--- config.mk ---
export PLATFORM = sky130hd
export DESIGN_NAME = encoder8_arbiter_flat
export DESIGN_NICKNAME = d
export VERILOG_FILES = /design/src/rtl/encoder8_arbiter_if.sv /design/src/rtl/encoder8_arbiter.sv /design/src/flat_wrapper.sv
export SDC_FILE = /design/constraint.sdc
export NUM_CORES = 1
export LEC_CHECK = 0
export CORE_MARGIN = 5
export CORE_UTILIZATION = 36
export CTS_BUF_LIST = sky130_fd_sc_hd__clkbuf_2 sky130_fd_sc_hd__clkbuf_4 sky130_fd_sc_hd__clkbuf_8
export DETAILED_ROUTE_END_ITERATION = 16
export PLACE_DENSITY_LB_ADDON = 0.12
export SYNTH_ARGS = -nofsm -noshare
export SYNTH_HDL_FRONTEND = slang
export SYNTH_SLANG_ARGS = --single-unit
--- constraint.sdc ---
create_clock -name clk -period 6.2 [get_ports clk]
set_input_delay 1.86 -clock clk [delete_from_list [all_inputs] [get_ports clk]]
set_output_delay 1.86 -clock clk [all_outputs]
set_load 0.05 [all_outputs]
--- src/rtl/encoder8_arbiter_if.sv ---
// Request/grant bundle between the requesters and the encoder8 arbiter.
// Signals:
//   dis       block new grants (1 = blocked)
//   req_n     8 active-low requests, bit i = requester i
//   done      one-cycle release pulse from the granted requester
//   gnt_valid high while a grant is held
//   gnt_id    granted index, 3'b111 when idle
//   gnt_n     active-low one-hot grant, 8'hFF when idle
//   timeout   one-cycle pulse when a grant ended by hold expiry
// Modports:
//   master  requester side, drives requests and observes grants
//   slave   arbiter side
interface encoder8_arbiter_if;
  logic       dis;
  logic [7:0] req_n;
  logic       done;
  logic       gnt_valid;
  logic [2:0] gnt_id;
  logic [7:0] gnt_n;
  logic       timeout;

  modport master (
    output dis, req_n, done,
    input  gnt_valid, gnt_id, gnt_n, timeout
  );

  modport slave (
    input  dis, req_n, done,
    output gnt_valid, gnt_id, gnt_n, timeout
  );
endinterface

--- src/rtl/encoder8_arbiter.sv ---
// Round-robin arbiter sharing one 8-to-3 encoder slot among 8 active-low requesters.
// Latency: a request present at a clock edge is granted by that edge (1 cycle); after a
// release there is one dead cycle before the next grant can be issued.
// Backpressure: dis blocks new grants only; a held grant runs until done, withdrawal or MAX_HOLD.
// Ports:
//   clk   rising-edge clock
//   rst   asynchronous active-high reset
//   bus   encoder8_arbiter_if.slave (dis, req_n, done in; gnt_valid, gnt_id, gnt_n, timeout out)
module encoder8_arbiter #(
  parameter int MAX_HOLD = 16  // max cycles a grant may be held; 0 = no timeout
) (
  input logic               clk,
  input logic               rst,
  encoder8_arbiter_if.slave bus
);

  // Hold counter is sized so MAX_HOLD-1 fits; a zero MAX_HOLD still needs a legal 1-bit vector.
  localparam int CW = (MAX_HOLD > 0) ? $clog2(MAX_HOLD + 1) : 1;
  localparam logic [CW-1:0] CNT_LAST = (MAX_HOLD > 0) ? CW'(MAX_HOLD - 1) : '0;

  localparam logic [1:0] IDLE  = 2'd0;
  localparam logic [1:0] GRANT = 2'd1;
  localparam logic [1:0] GAP   = 2'd2;

  logic [1:0]    state;
  logic [2:0]    last;
  logic [CW-1:0] cnt;

  logic [2:0]    winner;
  logic          any_req;
  logic          rel_done;
  logic          rel_wd;
  logic          rel_tmo;

  // Rotating-priority search: start one past the last winner and wrap; the
  // previous winner itself is considered last (offset 8 wraps to offset 0).
  always_comb begin
    winner  = last;
    any_req = 1'b0;
    for (int i = 1; i <= 8; i++) begin
      if (!any_req && !bus.req_n[last + 3'(i)]) begin
        winner  = last + 3'(i);
        any_req = 1'b1;
      end
    end
  end

  assign rel_done = bus.done;
  assign rel_wd   = bus.req_n[bus.gnt_id];
  assign rel_tmo  = (MAX_HOLD != 0) && (cnt == CNT_LAST);

  always_ff @(posedge clk or posedge rst) begin
    if (rst) begin
      state         <= IDLE;
      last          <= 3'd7;
      cnt           <= '0;
      bus.gnt_valid <= 1'b0;
      bus.gnt_id    <= 3'b111;
      bus.gnt_n     <= 8'hFF;
      bus.timeout   <= 1'b0;
    end else begin
      bus.timeout <= 1'b0;
      case (state)
        IDLE: begin
          if (!bus.dis && any_req) begin
            state         <= GRANT;
            bus.gnt_valid <= 1'b1;
            bus.gnt_id    <= winner;
            bus.gnt_n     <= ~(8'd1 << winner);
            last          <= winner;
            cnt           <= '0;
          end
        end
        GRANT: begin
          if (rel_done || rel_wd || rel_tmo) begin
            state         <= GAP;
            bus.gnt_valid <= 1'b0;
            bus.gnt_id    <= 3'b111;
            bus.gnt_n     <= 8'hFF;
            // Expiry is only reported when neither done nor withdrawal also ended the grant.
            bus.timeout   <= rel_tmo && !rel_done && !rel_wd;
          end else if (MAX_HOLD != 0) begin
            cnt <= cnt + CW'(1);
          end
        end
        GAP: begin
          state <= IDLE;
        end
        default: begin
          state <= IDLE;
        end
      endcase
    end
  end

endmodule

--- src/flat_wrapper.sv ---
// flat-port wrapper written by rule: the top's interface ports become plain ports
module encoder8_arbiter_flat 
#(
  parameter int MAX_HOLD = 16                                                   
)
  (clk, rst, bus_dis, bus_req_n, bus_done, bus_gnt_valid, bus_gnt_id, bus_gnt_n, bus_timeout);
  encoder8_arbiter_if bus_i ();
  input logic clk;
  input logic rst;
  input wire logic [$bits(bus_i.dis)-1:0] bus_dis;
  input wire logic [$bits(bus_i.req_n)-1:0] bus_req_n;
  input wire logic [$bits(bus_i.done)-1:0] bus_done;
  output wire logic [$bits(bus_i.gnt_valid)-1:0] bus_gnt_valid;
  output wire logic [$bits(bus_i.gnt_id)-1:0] bus_gnt_id;
  output wire logic [$bits(bus_i.gnt_n)-1:0] bus_gnt_n;
  output wire logic [$bits(bus_i.timeout)-1:0] bus_timeout;
  assign bus_i.dis = bus_dis;
  assign bus_i.req_n = bus_req_n;
  assign bus_i.done = bus_done;
  assign bus_gnt_valid = bus_i.gnt_valid;
  assign bus_gnt_id = bus_i.gnt_id;
  assign bus_gnt_n = bus_i.gnt_n;
  assign bus_timeout = bus_i.timeout;
  encoder8_arbiter #(.MAX_HOLD(MAX_HOLD)) u_core (.clk(clk), .rst(rst), .bus(bus_i));
endmodule
==> run metrics, run 1 <==
status completed; FF+latch count, synth 23; worst r2r path cells 10; FFs w/ async S/R, synth 100.0%; initial core utilization between 30 and 40%; die height approximately 84 um; Adder-Cell Fraction of Synth Area between 2 and 3%; measured slew at the worst slew-check pin around 850 ps; reg-to-reg endpoint u_core.bus.gnt_n[1]; H-tree Lvls 1; max cap viols 0; P&R area growth vs syn 16.49%; post-synthesis mux area share 24.67%; Worst R2R Start u_core.last[0]; cell family with most CP delay multiplexers; Final Cycle Share 70.46%; stages on the worst setup path 10; largest family of logic cells by synthesized area multiplexers; n_diodes 0; Setup TNS 0 ps; Worst setup startpoint bus_req_n[3]; Critical Path AT between 4000 and 5000 ps; initial antenna violation count 0; met3 usage between 2 and 2.5%; crit-path max cell delay roughly 580 ps; total die area 7109 um^2; RePlAce Congestion around 0.80; largest net degree at the start of global routing 24; Worst slew margin a little over two fifths; # clock sinks 23; Fmax 228.9 MHz; post_cts resized 0; crit path kind in2reg; Post-CTS Hold Buffers 0; Critical Path End Type flip-flop; cells after synthesis ~190; Die X 84.32 um; DR iter-0 viols 84; number of buffers created by CTS 3; clock tree buffer depth 2; core box area 5439 um^2; worst slack, placed ~1600 ps; Critical Path Start Type input port; vias in the first global route between 1,500 and 2,000; critical path peak fanout 12; Post-synth EDFFs 0; total detailed-routing wirelength 4726 um; post-CTS setup buffers 0; Synth cell types 55; Tmin final ~4400 ps; Slowest-stage cell, CP clkdlybuf4s50_1; Row Count 27; setup violation total in the final timing report 0; CTS clk-pin slew, worst paths 80 ps; Avg Cell Area, Syn 10.25 um^2; Root Driver clkbuf_8; Slew Limit Fails 0; CP Data Required Time 6390 ps; gr usage total between 10% and 20%; final core utilization about 43%; Hold Fails Final Rpt 0; Fillers 522; layer with the highest usage met2; Yosys top cell area share 18.50%; buffer and inverter count on the worst path 2; DRT antenna net count 0; synth top area cells dfstp_2 (19%), mux4_2 (18%), dfrtp_1 (11%); xor and xnor area share after synthesis around 4.8%; share of layout cells above drive strength 1 between 20% and 30%; total number of vias roughly 1,600; sequential area share after synthesis slightly below 30%; met1 GRT Util 18.61%; nets@finish 231; ys flop type dfstp_2; cells along the critical path clkdlybuf4s50_1, mux4_2, mux2i_4, nor2_2, a41oi_1, buf_4, or2_1, nand2_2, nor2_1, o21ai_1; I/O Buffers 24; TritonRoute pass-1 iters 4; crit path to u_core.bus.gnt_n[1]; synth warn 0; fin worst setup slack 1831 ps; syn nets between 200 and 250; post-synth top area cell dfstp_2; commonest non-fill, non-tap cells in the layout clkdlybuf4s50_1 (24), nor2_1 (19), mux4_2 (16); Synth Area in Compound Gates 13.66%; commonest non-fill, non-tap cell in the layout clkdlybuf4s50_1; via/cell ratio roughly 5.6; Fin Clk Skew ~7.0 ps; reg-to-reg slack, setup roughly 2800 ps; met2 GRT Util 23.74%; clock latency on the worst-skew pair 260 ps; first-pass GRT wire length about 8300 um; Hold Crit Class reg2reg; remaining global-route overflow 0; CTS tree yes; unrepaired setup endpoints after global routing false; post-synthesis cell area ~2000 um^2; I/O pins 25; DRC 0; WL per Instance around 17 um; simple-gate share of the synthesized area 19.45%; Detail Placement HPWL between 3000 and 4000 um
[synthesized netlist by cell type, drive strengths merged, types with 2 or more instances]
cell	count
mux2i	5
and2	2
nand3	2
o22ai	2
nor3	3
o21ai	9
nand2	16
a31oi	2
inv	11
and3	3
ha	4
xor2	4
mux2	6
dfstp	14
dfrtp	9
nor2b	6
buf	8
nand2b	13
nand4	3
a21oi	10
a221oi	2
or3	2
xnor2	4
nor2	21
mux4	16
[sequential cells by signal, indices dropped and copies added, names as in the netlist]
| name | flops |
|---|---|
| u_core.bus.gnt_n | 8 |
| u_core.state | 2 |
| u_core.bus.timeout | 1 |
| u_core.bus.gnt_id | 3 |
| u_core.last | 3 |
| u_core.bus.gnt_valid | 1 |
| u_core.cnt | 5 |
[through the flow]
step                std cells  hold WS, ps  instance area, um^2
global route              286        532.7                 2316
floorplan                 194        464.5                 1988
CTS                       286        507.5                 2316
detailed placement        282        492.5                 2267
global placement          282        489.7                 2267
finish                    286        505.0                 2316
[how the worst min path moves through the flow]
stage | startpoint | to | depth (start not counted)
2_1_floorplan | u_core.cnt[1] | u_core.cnt[1] | 2
3_3_place_gp | u_core.bus.gnt_id[2] | u_core.bus.gnt_id[2] | 2
3_5_place_dp | u_core.bus.gnt_n[7] | u_core.bus.gnt_n[7] | 2
4_1_cts | u_core.bus.gnt_n[7] | u_core.bus.gnt_n[7] | 2
5_1_grt | u_core.bus.gnt_n[7] | u_core.bus.gnt_n[7] | 2
6_report | u_core.bus.gnt_n[7] | u_core.bus.gnt_n[7] | 2
[routing by layer]
layer | wire length, um | vias to the layer above
met5 | 0 | -
met4 | 27 | 0
met3 | 285 | 4
met2 | 2360 | 64
met1 | 2051 | 787
li1 | - | 748
[layout make-up]
| class | instances | area (um^2) | area share (%) |
|---|---|---|---|
| Multi-Input combinational cell | 151 | 1295 | 55.92 |
| Sequential cell | 23 | 593.1 | 25.61 |
| Timing Repair Buffer | 25 | 247.7 | 10.70 |
| Tap cell | 72 | 90.09 | 3.890 |
| Clock buffer | 4 | 48.80 | 2.107 |
| Inverter | 11 | 41.29 | 1.783 |
[worst reg2reg max path: cells and delay by family, from the launching register on]
kind,cells,cell delay (ps)
flops,1,790
compound gates,2,260
mux,2,930
simple gates,2,310
buf+inv,1,160
xor+xnor,2,570
fa+ha+maj,1,320
[cells by family after synthesis]
kind of cell             count (synthesis)
adder cells (fa/ha/maj)                  4
buffers and inverters                   20
flip-flops                              23
XOR/XNOR                                 8
AO/OA/AOI/OAI                           38
AND/OR/NAND/NOR                         74
multiplexers                            27
Power of run 1 is not shown: default switching activity piles up to over one toggle a cycle in this logic, so the estimate is an artifact.
==> run 2: changes to the inputs <==
clock period = 3.5 ns   (was 6.2 ns; I/O delays follow)
==> run 2 against run 1 <==
Net effect:
- core utilization increased by 4.4 points
- clock-buffer cell count decreased by 1
- global-route usage about the same
- first-iteration DRC count increased by 50%
- critical endpoint is now u_core.bus.gnt_n[4]
- largest cell class unchanged
==> run metrics, run 2 (synthesis gave the netlist of run 1 again) <==
Row Count 27; DRC 0; Critical Path AT about 3500 ps; largest net degree at the start of global routing 24; nets@finish approximately 260; crit path kind in2reg; core box area between 5000 and 6000 um^2; final core utilization 46.95%; Post-CTS Hold Buffers 0; number of buffers created by CTS 3; total detailed-routing wirelength 4810 um; status completed; post_cts resized 0; commonest non-fill, non-tap cells in the layout buf_4 (33), clkdlybuf4s50_1 (24), nor2_1 (19); I/O Buffers 24; Final Cycle Share between 90% and 100%; I/O pins 25; CTS tree yes; Largest regs u_core.bus.gnt_n: 8 flops, u_core.cnt: 5 flops; critical path peak fanout 8; vias in the first global route around 1,800; CP Data Required Time 3700 ps; post-CTS setup buffers 0; share of layout cells above drive strength 1 34.96%; Hold Crit Class reg2reg; met1 GRT Util ~17%; die height ~84 um; Fin Clk Skew 10.96 ps; total die area approximately 7000 um^2; Die X 84.32 um; total number of vias 1,655; P&R area growth vs syn 28.45%; final instance area approximately 2600 um^2; Hold Fails Final Rpt 0; Detail Placement HPWL slightly below 4000 um; Fmax slightly above 300 MHz; Root Driver clkbuf_8; measured slew at the worst slew-check pin about 850 ps; Critical Path End Type flip-flop; Worst slew margin a little over two fifths; via/cell ratio approximately 5.2; unrepaired setup endpoints after global routing false; # clock sinks 23; Slew Limit Fails 0; layer with the highest usage met2; first-pass GRT wire length 8231 um; initial antenna violation count 0; Tmin final between 3000 and 4000 ps; clock tree buffer depth 2; met3 usage a little under 2%; gr usage total roughly 14%; CTS clk-pin slew, worst paths approximately 90 ps; clock latency on the worst-skew pair approximately 270 ps; DRT antenna net count 0; WL per Instance 15.13 um; commonest non-fill, non-tap cell in the layout buf_4; buffer and inverter count on the worst path 1; placed cell areas about 2500 um^2; met2 GRT Util about 25%; cell family with most CP delay multiplexers; H-tree Lvls 1; crit-path max cell delay ~560 ps; initial core utilization 36.55%; remaining global-route overflow 0; Critical Path Start Type input port; n_diodes 0; TritonRoute pass-1 iters 4; Reg with most FFs u_core.bus.gnt_n; Slowest-stage cell, CP mux4_2; setup violation total in the final timing report 0; max FFs per register 8; RePlAce Congestion 0.8912; DR iter-0 viols about 130; max cap viols 0; cells along the critical path clkdlybuf4s50_1, mux4_2, mux2_2, a221oi_1, o21a_1, o21ai_1, a31o_4, nor3_2, a21oi_1
## run 2: cell types whose count changed in the layout (fill, tap and decap cells not counted), sizes merged
cell / previous run / this run
clkinv: 0 / 1
clkbuf: 4 / 3
buf: 1 / 33
## run 2: worst paths after layout
kind                                 from              endpoint  slack (ps)  cells past startpoint
max                          bus_req_n[2]   u_core.bus.gnt_n[4]         220                      9
min                         u_core.cnt[1]         u_core.cnt[1]         510                      2
max reg2reg                u_core.last[1]   u_core.bus.gnt_n[1]         600                      9
min reg2reg                 u_core.cnt[1]         u_core.cnt[1]         510                      2
max in group asynchronous             rst       u_core.state[0]        1720                      2
min in group asynchronous             rst  u_core.bus.gnt_valid        1250                      2
## run 2: final cells by class
class	count	area, um^2
well taps	72	90.09
clock inverters	1	5.005
inverters	11	41.29
repair buffers	57	488.0
multi-input cells	151	1295
fillers	516	2885
flip-flops and latches	23	593.1
clock buffers	3	41.29
## run 2: through the flow
| stage | worst slack [ps] | instances | hold WS [ps] | setup TNS, ps |
|---|---|---|---|---|
| floorplan | 293.8 | 194 | 464.5 | 0 |
| global placement | -53.99 | 314 | 487.1 | -160.3 |
| detailed placement | -51.77 | 314 | 491.7 | -205.8 |
| CTS | 211.2 | 318 | 508.7 | 0 |
| global route | 76.23 | 318 | 525.7 | 0 |
| finish | 224.3 | 318 | 506.9 | 0 |
## run 2: routing by layer
layer,wire length [um],vias up
met1,2026,790
met4,81,0
met5,0,-
met2,2516,41
li1,-,815
met3,186,9
## run 2: worst register-to-register path: stages, from the launching register on
cell	delay [ps]
dfstp_2	530
inv_1	70
ha_1	420
mux4_2	610
mux2_2	330
and3_1	190
o32ai_2	260
a21oi_2	90
a21o_1	230
o21ai_1	100
Power of run 2 is left out for the same reason.
==> run 3: changes to the inputs <==
CAP_MARGIN = 0   (was unset)
==> results of run 3 <==
Same layout as run 2: the final DEF is identical, and so are final timing and power.
Power of run 3 is left out for the same reason.
